## src/rtl/l_sync_ctrl_pkg.sv

```systemverilog
// rtl/l_sync_ctrl_pkg.sv - shared constants and state encoding for the long-preamble sync controller
package l_sync_ctrl_pkg;

    localparam int P_MAG_W   = 16;
    localparam int P_IDX_W   = 10;
    localparam int P_N_TAPS  = 16;   // 32-bit I/Q weight buses of 2-bit sign weights
    localparam int P_SPACING = 64;
    localparam int P_TOL     = 1;
    localparam int P_TIMEOUT = 320;

    typedef logic [2:0] state_t;

    localparam state_t ST_IDLE   = 3'd0;
    localparam state_t ST_CLEAR  = 3'd1;
    localparam state_t ST_FILL   = 3'd2;
    localparam state_t ST_SEARCH = 3'd3;
    localparam state_t ST_GAP    = 3'd4;

    function automatic logic is_corr_state(input state_t s);
        return (s == ST_FILL) || (s == ST_SEARCH) || (s == ST_GAP);
    endfunction

endpackage

```

## src/rtl/l_sync_ctrl_if.sv

```systemverilog
// rtl/l_sync_ctrl_if.sv - arm/magnitude inputs and correlator/result outputs of the sync controller
interface l_sync_ctrl_if
    import l_sync_ctrl_pkg::*;
#(
    parameter int MAG_W = P_MAG_W,
    parameter int IDX_W = P_IDX_W
);
    logic             start;
    logic             mag_valid;
    logic [MAG_W-1:0] mag;
    logic [MAG_W-1:0] threshold;
    logic             corr_clr;
    logic             corr_en;
    logic             busy;
    logic             lts_found;
    logic [IDX_W-1:0] lts_index;
    logic             timeout;

    modport master (
        output start, mag_valid, mag, threshold,
        input  corr_clr, corr_en, busy, lts_found, lts_index, timeout
    );

    modport slave (
        input  start, mag_valid, mag, threshold,
        output corr_clr, corr_en, busy, lts_found, lts_index, timeout
    );

endinterface

```

## src/rtl/l_sync_sample_cnt.sv

```systemverilog
// rtl/l_sync_sample_cnt.sv - saturating beat counter with clear, exposing the value including the current beat
module l_sync_sample_cnt #(
    parameter int W = 10
) (
    input  logic         i_clk,
    input  logic         i_rst_n,
    input  logic         i_clr,
    input  logic         i_en,
    output logic [W-1:0] o_cnt_nxt
);
    localparam logic [W-1:0] C_MAX = '1;
    localparam logic [W-1:0] C_ONE = W'(1);

    logic [W-1:0] r_cnt;

    // o_cnt_nxt is the index the current beat would carry, so callers compare against it directly
    assign o_cnt_nxt = (r_cnt == C_MAX) ? C_MAX : r_cnt + C_ONE;

    always_ff @(posedge i_clk or negedge i_rst_n) begin
        if (!i_rst_n) begin
            r_cnt <= '0;
        end else if (i_clr) begin
            r_cnt <= '0;
        end else if (i_en) begin
            r_cnt <= o_cnt_nxt;
        end
    end

endmodule

```

## src/rtl/l_sync_ctrl.sv

```systemverilog
// rtl/l_sync_ctrl.sv - sequences the long-preamble correlator and qualifies two peaks one symbol apart
module l_sync_ctrl
    import l_sync_ctrl_pkg::*;
#(
    parameter int MAG_W   = P_MAG_W,
    parameter int IDX_W   = P_IDX_W,
    parameter int N_TAPS  = P_N_TAPS,
    parameter int SPACING = P_SPACING,
    parameter int TOL     = P_TOL,
    parameter int TIMEOUT = P_TIMEOUT
) (
    input  logic         i_clk,
    input  logic         i_rst_n,
    l_sync_ctrl_if.slave io_sync
);
    localparam logic [IDX_W-1:0] C_FILL   = IDX_W'(N_TAPS);
    localparam logic [IDX_W-1:0] C_TMO    = IDX_W'(TIMEOUT);
    localparam logic [IDX_W-1:0] C_GAP_LO = IDX_W'(SPACING - TOL);
    localparam logic [IDX_W-1:0] C_GAP_HI = IDX_W'(SPACING + TOL);

    state_t           r_state;
    state_t           w_state_nxt;
    logic [MAG_W-1:0] r_thr;
    logic [IDX_W-1:0] r_index;
    logic             r_corr_clr;
    logic             r_corr_en;
    logic             r_busy;
    logic             r_found;
    logic             r_timeout;

    logic             w_beat;
    logic             w_hit;
    logic             w_found;
    logic             w_timeout;
    logic             w_smp_clr;
    logic             w_smp_en;
    logic             w_gap_clr;
    logic             w_gap_en;
    logic [IDX_W-1:0] w_smp_nxt;
    logic [IDX_W-1:0] w_gap_nxt;

    assign w_beat    = io_sync.mag_valid;
    assign w_hit     = (io_sync.mag >= r_thr);
    assign w_gap_clr = (r_state != ST_GAP);

    l_sync_sample_cnt #(.W(IDX_W)) u_smp_cnt (
        .i_clk     (i_clk),
        .i_rst_n   (i_rst_n),
        .i_clr     (w_smp_clr),
        .i_en      (w_smp_en),
        .o_cnt_nxt (w_smp_nxt)
    );

    l_sync_sample_cnt #(.W(IDX_W)) u_gap_cnt (
        .i_clk     (i_clk),
        .i_rst_n   (i_rst_n),
        .i_clr     (w_gap_clr),
        .i_en      (w_gap_en),
        .o_cnt_nxt (w_gap_nxt)
    );

    // Start overrides everything, which is also what suppresses a same-cycle Found/Timeout
    always_comb begin
        w_state_nxt = r_state;
        w_found     = 1'b0;
        w_timeout   = 1'b0;
        w_smp_clr   = 1'b0;
        w_smp_en    = 1'b0;
        w_gap_en    = 1'b0;
        if (io_sync.start) begin
            w_state_nxt = ST_CLEAR;
            w_smp_clr   = 1'b1;
        end else begin
            case (r_state)
                ST_CLEAR: w_state_nxt = ST_FILL;
                ST_FILL: begin
                    if (w_beat) begin
                        w_smp_en = 1'b1;
                        if (w_smp_nxt == C_TMO) begin
                            w_timeout   = 1'b1;
                            w_state_nxt = ST_IDLE;
                        end else if (w_smp_nxt == C_FILL) begin
                            w_state_nxt = ST_SEARCH;
                        end
                    end
                end
                ST_SEARCH: begin
                    if (w_beat) begin
                        w_smp_en = 1'b1;
                        if (w_smp_nxt == C_TMO) begin
                            w_timeout   = 1'b1;
                            w_state_nxt = ST_IDLE;
                        end else if (w_hit) begin
                            w_state_nxt = ST_GAP;
                        end
                    end
                end
                ST_GAP: begin
                    if (w_beat) begin
                        w_smp_en = 1'b1;
                        w_gap_en = 1'b1;
                        if (w_hit && (w_gap_nxt >= C_GAP_LO) && (w_gap_nxt <= C_GAP_HI)) begin
                            w_found     = 1'b1;
                            w_state_nxt = ST_IDLE;
                        end else if (w_smp_nxt == C_TMO) begin
                            w_timeout   = 1'b1;
                            w_state_nxt = ST_IDLE;
                        end else if (w_gap_nxt >= C_GAP_HI) begin
                            w_state_nxt = ST_SEARCH;
                        end
                    end
                end
                default: w_state_nxt = ST_IDLE;
            endcase
        end
    end

    always_ff @(posedge i_clk or negedge i_rst_n) begin
        if (!i_rst_n) begin
            r_state    <= ST_IDLE;
            r_thr      <= '0;
            r_index    <= '0;
            r_corr_clr <= 1'b0;
            r_corr_en  <= 1'b0;
            r_busy     <= 1'b0;
            r_found    <= 1'b0;
            r_timeout  <= 1'b0;
        end else begin
            r_state    <= w_state_nxt;
            r_corr_clr <= (w_state_nxt == ST_CLEAR);
            r_corr_en  <= is_corr_state(w_state_nxt);
            r_busy     <= (w_state_nxt != ST_IDLE);
            r_found    <= w_found;
            r_timeout  <= w_timeout;
            if (io_sync.start) begin
                r_thr   <= io_sync.threshold;
                r_index <= '0;
            end else if (w_found) begin
                r_index <= w_smp_nxt;
            end
        end
    end

    assign io_sync.corr_clr  = r_corr_clr;
    assign io_sync.corr_en   = r_corr_en;
    assign io_sync.busy      = r_busy;
    assign io_sync.lts_found = r_found;
    assign io_sync.lts_index = r_index;
    assign io_sync.timeout   = r_timeout;

endmodule
```

## src/flat_wrapper.sv

```systemverilog
// flat-port wrapper written by rule: the top's interface ports become plain ports
module l_sync_ctrl_flat import l_sync_ctrl_pkg::*;
#(
    parameter int MAG_W   = P_MAG_W,
    parameter int IDX_W   = P_IDX_W,
    parameter int N_TAPS  = P_N_TAPS,
    parameter int SPACING = P_SPACING,
    parameter int TOL     = P_TOL,
    parameter int TIMEOUT = P_TIMEOUT
)
  (i_clk, i_rst_n, io_sync_start, io_sync_mag_valid, io_sync_mag, io_sync_threshold, io_sync_corr_clr, io_sync_corr_en, io_sync_busy, io_sync_lts_found, io_sync_lts_index, io_sync_timeout);
  l_sync_ctrl_if #(.MAG_W(MAG_W), .IDX_W(IDX_W)) io_sync_i ();
  input  logic i_clk;
  input  logic i_rst_n;
  input wire logic [$bits(io_sync_i.start)-1:0] io_sync_start;
  input wire logic [$bits(io_sync_i.mag_valid)-1:0] io_sync_mag_valid;
  input wire logic [$bits(io_sync_i.mag)-1:0] io_sync_mag;
  input wire logic [$bits(io_sync_i.threshold)-1:0] io_sync_threshold;
  output wire logic [$bits(io_sync_i.corr_clr)-1:0] io_sync_corr_clr;
  output wire logic [$bits(io_sync_i.corr_en)-1:0] io_sync_corr_en;
  output wire logic [$bits(io_sync_i.busy)-1:0] io_sync_busy;
  output wire logic [$bits(io_sync_i.lts_found)-1:0] io_sync_lts_found;
  output wire logic [$bits(io_sync_i.lts_index)-1:0] io_sync_lts_index;
  output wire logic [$bits(io_sync_i.timeout)-1:0] io_sync_timeout;
  assign io_sync_i.start = io_sync_start;
  assign io_sync_i.mag_valid = io_sync_mag_valid;
  assign io_sync_i.mag = io_sync_mag;
  assign io_sync_i.threshold = io_sync_threshold;
  assign io_sync_corr_clr = io_sync_i.corr_clr;
  assign io_sync_corr_en = io_sync_i.corr_en;
  assign io_sync_busy = io_sync_i.busy;
  assign io_sync_lts_found = io_sync_i.lts_found;
  assign io_sync_lts_index = io_sync_i.lts_index;
  assign io_sync_timeout = io_sync_i.timeout;
  l_sync_ctrl #(.MAG_W(MAG_W), .IDX_W(IDX_W), .N_TAPS(N_TAPS), .SPACING(SPACING), .TOL(TOL), .TIMEOUT(TIMEOUT)) u_core (.i_clk(i_clk), .i_rst_n(i_rst_n), .io_sync(io_sync_i));
endmodule
```

## config.mk

```make
export PLATFORM = sky130hd
export DESIGN_NAME = l_sync_ctrl_flat
export DESIGN_NICKNAME = d
export VERILOG_FILES = /design/src/rtl/l_sync_ctrl_pkg.sv /design/src/rtl/l_sync_ctrl_if.sv /design/src/rtl/l_sync_sample_cnt.sv /design/src/rtl/l_sync_ctrl.sv /design/src/flat_wrapper.sv
export SDC_FILE = /design/constraint.sdc
export NUM_CORES = 1
export LEC_CHECK = 0
export BUFFER_PORTS_ARGS = -buffer_cell sky130_fd_sc_hd__buf_2
export CORE_MARGIN = 1
export CORE_UTILIZATION = 30
export DETAILED_ROUTE_END_ITERATION = 10
export PLACE_DENSITY = 0.5
export SKIP_CTS_REPAIR_TIMING = 1
export SYNTH_ARGS = -nofsm -noshare
export SYNTH_HDL_FRONTEND = slang
export SYNTH_SLANG_ARGS = --single-unit
```

## constraint.sdc

```tcl
create_clock -name i_clk -period 4.4 [get_ports i_clk]
set_input_delay 0.88 -clock i_clk [delete_from_list [all_inputs] [get_ports i_clk]]
set_output_delay 0.88 -clock i_clk [all_outputs]
set_load 0.005 [all_outputs]
```

==> results of run 1 <==
## kinds of logic after synthesis
logic type,after synthesis
compound gates,93
flops,54
fa+ha+maj,18
xor+xnor,7
buf+inv,47
mux,13
simple gates,149
## through the flow
stage	utilization [%]	setup slack (ns)	hold slack (ns)	power, mW
after CTS	34.7	1.11	0.534	1.02
after global placement	33.6	0.925	0.499	0.671
after detailed placement	33.6	0.827	0.510	0.675
after floorplan	-	1.71	0.485	0.618
final	34.7	1.14	0.523	1.00
after global routing	34.7	0.871	0.563	1.06
## worst reg2reg max path, stage by stage, from the launching register on
cell and delay [ns]:
dfrtp_1 0.52, ha_1 0.32, and2_1 0.24, a31oi_1 0.14, a2111oi_4 0.32, mux2i_1 0.19, a21oi_2 0.20, nand4_1 0.65
or2_0 0.45, a21oi_1 0.14
## final timing paths
path | startpoint | endpoint | slack (ns) | depth (start not counted)
max in group asynchronous | i_rst_n | u_core.io_sync.corr_en | 3.01 | 2
setup / recovery | u_core.u_gap_cnt.r_cnt[0] | u_core.io_sync.lts_index[7] | 1.14 | 9
setup reg to reg | u_core.u_gap_cnt.r_cnt[0] | u_core.io_sync.lts_index[7] | 1.14 | 9
min in group asynchronous | i_rst_n | u_core.r_thr[14] | 0.63 | 1
hold reg to reg | u_core.io_sync.lts_index[6] | u_core.io_sync.lts_index[6] | 0.52 | 2
hold / removal | u_core.io_sync.lts_index[6] | u_core.io_sync.lts_index[6] | 0.52 | 2
## report_power, final
group          switching [mW]  internal [mW]  total [mW]  leakage (nW)
Sequential             0.0133          0.516       0.529         0.711
Combinational          0.0801         0.0534       0.133          1.07
Clock                   0.169          0.170       0.339        0.0514
## registers in the layout, indices dropped and copies added (netlist names), 3 cells and up
name / cells
u_core.u_gap_cnt.r_cnt: 10
u_core.r_thr: 16
u_core.r_state: 3
u_core.io_sync.lts_index: 10
u_core.u_smp_cnt.r_cnt: 10
## placed cells by master (no fill, tap or decap), types with 6 or more instances in the layout
| master | Yosys | routed |
|---|---|---|
| nor2_1 | 42 | 42 |
| nor2b_1 | 6 | 6 |
| nor3_1 | 9 | 9 |
| dfrtp_1 | 54 | 54 |
| nand4_1 | 7 | 7 |
| a31oi_1 | 6 | 6 |
| mux2i_1 | 12 | 12 |
| nand3_1 | 14 | 14 |
| nand2_1 | 41 | 41 |
| o21ai_0 | 28 | 28 |
| ha_1 | 18 | 18 |
| inv_1 | 21 | 21 |
| buf_2 | 7 | 50 |
| a21oi_1 | 21 | 21 |
## layout make-up
class,instances,share of cell area (%)
repair buffers,51,6.83
multi-input cells,280,47.6
well taps,140,4.64
flip-flops and latches,54,35.8
clock buffers,6,1.92
clock inverters,2,0.995
inverters,22,2.19
## metal layers
layer  vias to the layer above  share of wire [%]  GRT usage (%)
li1                       1410                  -              -
met1                      1364                 47           18.7
met2                        39                 49           25.7
met3                        10                2.9           2.91
met4                         0                1.0           3.91
met5                         -                  0              0
==> flow_metrics.py, run 1 <==
metrics = {
    "status": {
        "outcome": "completed",
    },
    "finish": {
        "final_area_mm2": 0.00377,
        "nNetsFinal": 468,
        "multi_input_area_mm2": 0.00180,
        "antenna_cells": 0,
        "layout.cells.non_filler": 555,
        "syn2layout_area_growth_pct": 12.5,
        "drive_above_1_share_pct": 17.3,
        "seqCellArea_mm2": 0.00135,
        "n_fill_cell": 1137,
    },
    "worst_setup_path": {
        "critical_path_class": "flip-flop to flip-flop",
        "max_stage_delay_ns": 0.65,
        "crit_buf_inv": 0,
        "worst_setup_path_end_kind": "flip-flop",
        "cp.required_ns": 4.63,
        "cp.arrival_ns": 3.50,
        "path_cells": "ha_1, and2_1, a31oi_1, a2111oi_4, mux2i_1, a21oi_2, nand4_1, or2_0, a21oi_1",
        "critPathMaxFanout": 11,
        "worst_path_max_delay_cell": "nand4_1",
        "cp_top_family": "simple AND/OR/NAND/NOR gates",
        "critPathLaunchType": "flip-flop",
    },
    "yosys": {
        "ys_warn_count": 0,
        "yosys.area_share.simple_pct": 23.0,
        "syn_nets": 435,
        "synth_xor_area_share_pct": 1.83,
        "ys_seq_area_share_pct": 40.3,
        "ys_async_sr_fraction_pct": 100,
        "yosysMostFrequentCell": "dfrtp_1",
        "synth_top_family_by_area": "simple AND/OR/NAND/NOR gates",
        "synth_area_per_cell_um2": 8.80,
        "synth_mux_area_share_pct": 3.92,
        "yosys_register_bits": 54,
        "synth_compound_area_share_pct": 18.1,
        "synthCells": 381,
        "synthAdderAreaFrac_pct": 6.72,
        "yosysTopAreaCellShare_pct": 40.3,
        "synth_common_cells": "dfrtp_1 (54), nor2_1 (42), nand2_1 (41)",
        "synth_edf_count": 0,
        "yosys.area.top_type": "dfrtp_1",
        "synth_area_mm2": 0.00335,
        "synth.distinct_cells": 63,
        "synthTopCellsByArea": "dfrtp_1 (40%), ha_1 (6.7%), nor2_1 (4.7%), nand2_1 (4.6%), o21ai_0 (4.2%)",
        "ys.flop_type": "dfrtp_1",
    },
    "clocking": {
        "path_clk_slew_ns": 0.10,
        "clkSinkCount": 54,
        "clk_latency_ns": 0.32,
        "cts_tree": "yes",
        "cts_buffer_depth": 2,
        "cts_buffers": 5,
        "cts-root-buf": "clkbuf_8",
        "htree_levels": 2,
    },
    "timing": {
        "period_share_pct": 74.2,
        "max_clock_freq_ghz": 0.306,
        "setup_viol": 0,
        "rsz0062_at_grt": "false",
        "clock_skew_ns": 0.00596,
        "tns_ns": 0,
        "drv_slew": 0,
        "relSlewSlack_pct": 34.8,
        "hold_viol": 0,
        "period_minus_slack_ns": 3.26,
        "worst_pin_slew_ns": 0.978,
    },
    "floorplanning": {
        "design.core.area_mm2": 0.0109,
        "dieHeight_um": 108,
        "initial_core_util_pct": 30.8,
        "die_x_um": 108,
        "die_area_mm2": 0.0116,
        "rows": 38,
        "num_io_pins": 51,
    },
    "routing": {
        "wl_per_cell_um": 14.0,
        "postRouteWirelength_um": 7790,
        "ant_nets": 0,
        "drtIter0Drc": 78,
        "vias": 2823,
        "avgViaCountPerCell": 5.09,
        "drc": 0,
        "first_pass_iters": 4,
    },
    "place": {
        "portBuffers": 50,
        "hpwl_um": 5700,
        "dpl_cell_area_mm2": 0.00366,
        "place_inst": 547,
        "gp_congestion": 0.856,
    },
    "global_route": {
        "antenna_found_initial": 0,
        "grt_usage_pct": 14.8,
        "grt.overflow.total": 0,
        "first_global_vias": 2898,
        "grt_pass1_wl_um": 13700,
        "grt_max_degree": 60,
    },
    "power": {
        "vdd_ir_drop_max_mv": 0.119,
        "p_per_area_mw_per_mm2": 265,
        "power_leakage_nw": 1.84,
    },
    "flow_run": {
        "cap_violations": 0,
    },
    "worst_hold_path": {
        "hold_class": "flip-flop to flip-flop",
    },
}
Note: power is estimated with default switching activity, not from simulation.
==> inputs of run 2 (changes only) <==
==> constraint.sdc (replaced) <==
create_clock -name i_clk -period 3.1 [get_ports i_clk]
set_input_delay 0.62 -clock i_clk [delete_from_list [all_inputs] [get_ports i_clk]]
set_output_delay 0.62 -clock i_clk [all_outputs]
set_load 0.005 [all_outputs]
==> flow_metrics.py, run 2 (synthesized netlist as in run 1, its figures left out) <==
metrics = {
    "global_route": {
        "first_global_vias": 2773,
        "grt.overflow.total": 0,
        "grt_usage_pct": 14.6,
        "grt_max_degree": 34,
        "antenna_found_initial": 0,
        "grt_pass1_wl_um": 13400,
    },
    "power": {
        "switching_power_mw": 0.380,
        "seq_power_share_pct": 55.6,
        "clkPwrFrac_pct": 30.4,
        "p_sw_share_pct": 28.1,
        "power_frac_comb_pct": 14.1,
        "power.total_mw": 1.35,
        "p_per_area_mw_per_mm2": 357,
        "vdd_ir_drop_max_mv": 0.155,
        "intPower_mw": 0.970,
        "power_leakage_nw": 1.85,
    },
    "finish": {
        "regMostFlops": "u_core.r_thr",
        "final_common_cell": "dfrtp_1",
        "final_area_mm2": 0.00378,
        "layout.cells.non_filler": 558,
        "nNetsFinal": 471,
        "antenna_cells": 0,
        "drive_above_1_share_pct": 17.9,
        "final_cell_mix": "dfrtp_1 (54), buf_2 (50), nor2_1 (42)",
        "n_fill_cell": 1140,
        "largest_register_ffs": 16,
        "syn2layout_area_growth_pct": 12.9,
    },
    "routing": {
        "drtIter0Drc": 115,
        "first_pass_iters": 4,
        "postRouteWirelength_um": 7740,
        "ant_nets": 0,
        "wl_per_cell_um": 13.9,
        "avgViaCountPerCell": 5.05,
        "drc": 0,
        "vias": 2818,
    },
    "place": {
        "place_ws_ns": 0.316,
        "dpl_cell_area_mm2": 0.00370,
        "place_inst": 550,
        "hpwl_um": 5730,
        "gp_congestion": 0.830,
        "portBuffers": 50,
    },
    "timing": {
        "max_clock_freq_ghz": 0.371,
        "relSlewSlack_pct": 46.2,
        "setup_viol": 0,
        "clock_skew_ns": 0.0141,
        "worst_pin_slew_ns": 0.802,
        "drv_slew": 0,
        "rsz0062_at_grt": "false",
        "hold_viol": 0,
        "period_minus_slack_ns": 2.70,
        "tns_ns": 0,
        "period_share_pct": 87.0,
        "setup_slack_ns": 0.404,
    },
    "clocking": {
        "cts_buffers": 5,
        "cts_tree": "yes",
        "cts-root-buf": "clkbuf_8",
        "clk_latency_ns": 0.33,
        "cts_buffer_depth": 2,
        "path_clk_slew_ns": 0.10,
        "htree_levels": 2,
        "clkSinkCount": 54,
    },
    "flow_run": {
        "cap_violations": 0,
    },
    "worst_setup_path": {
        "crit_buf_inv": 1,
        "worst_path_max_delay_cell": "dfrtp_1",
        "cp_top_family": "compound AO/OA/AOI/OAI gates",
        "cp.required_ns": 3.36,
        "critPathLaunchType": "flip-flop",
        "critPathMaxFanout": 11,
        "path_cells": "ha_1, and2_1, a31oi_1, a2111oi_4, mux2i_1, a21oi_2, nand4_1, buf_4, or2_0, a21oi_1",
        "critical_path_class": "flip-flop to flip-flop",
        "max_stage_delay_ns": 0.52,
        "cp.arrival_ns": 2.95,
        "worst_setup_path_end_kind": "flip-flop",
    },
    "floorplanning": {
        "design.core.area_mm2": 0.0109,
        "initial_core_util_pct": 30.8,
        "rows": 38,
        "num_io_pins": 51,
        "die_area_mm2": 0.0116,
        "dieHeight_um": 108,
        "die_x_um": 108,
    },
    "worst_hold_path": {
        "hold_class": "primary input to async pin",
    },
    "status": {
        "outcome": "completed",
    },
}
==> run 2: path summary, 6_finish.rpt <==
path | from | cells past startpoint | to | slack, ns
setup / recovery | u_core.u_gap_cnt.r_cnt[0] | 10 | u_core.io_sync.lts_index[7] | 0.40
hold reg to reg | u_core.r_thr[0] | 1 | u_core.r_thr[0] | 0.52
min in group i_clk | io_sync_threshold[13] | 3 | u_core.r_thr[13] | 0.50
max in group asynchronous | i_rst_n | 2 | u_core.u_gap_cnt.r_cnt[5] | 2.21
setup reg to reg | u_core.u_gap_cnt.r_cnt[0] | 10 | u_core.io_sync.lts_index[7] | 0.40
hold / removal | i_rst_n | 1 | u_core.r_thr[12] | 0.30
==> run 2: power groups by stage <==
stage | clock [mW] | combinational, mW | sequential (mW)
floorplan | 0 | 0.120 | 0.758
global placement | 0 | 0.191 | 0.764
detailed placement | 0 | 0.195 | 0.765
CTS | 0.431 | 0.196 | 0.751
global route | 0.456 | 0.225 | 0.755
finish | 0.410 | 0.190 | 0.750
==> run 2: cell type report <==
type	instances	area (um^2)	share of cell area, %
Multi-Input combinational cell	280	1800	47.5
Inverter	22	82.6	2.18
Tap cell	140	175	4.63
Clock inverter	2	13.8	0.364
Timing Repair Buffer	54	293	7.74
Clock buffer	6	72.6	1.92
Sequential cell	54	1350	35.7
==> run 2: metrics by stage <==
stage               util [%]  hold WS [ns]
floorplan                  -         0.324
global placement        34.0         0.498
detailed placement      34.0         0.509
CTS                     34.8         0.324
global route            34.8         0.346
finish                  34.8         0.296
==> run 2: routing by layer <==
layer / up-vias / track usage (%) / share of wire (%)
met3: 9 / 2.85 / 2.7
met1: 1341 / 18.1 / 48
li1: 1423 / - / -
met2: 45 / 25.3 / 48
met4: 0 / 4.11 / 1.2
met5: - / 0 / 0
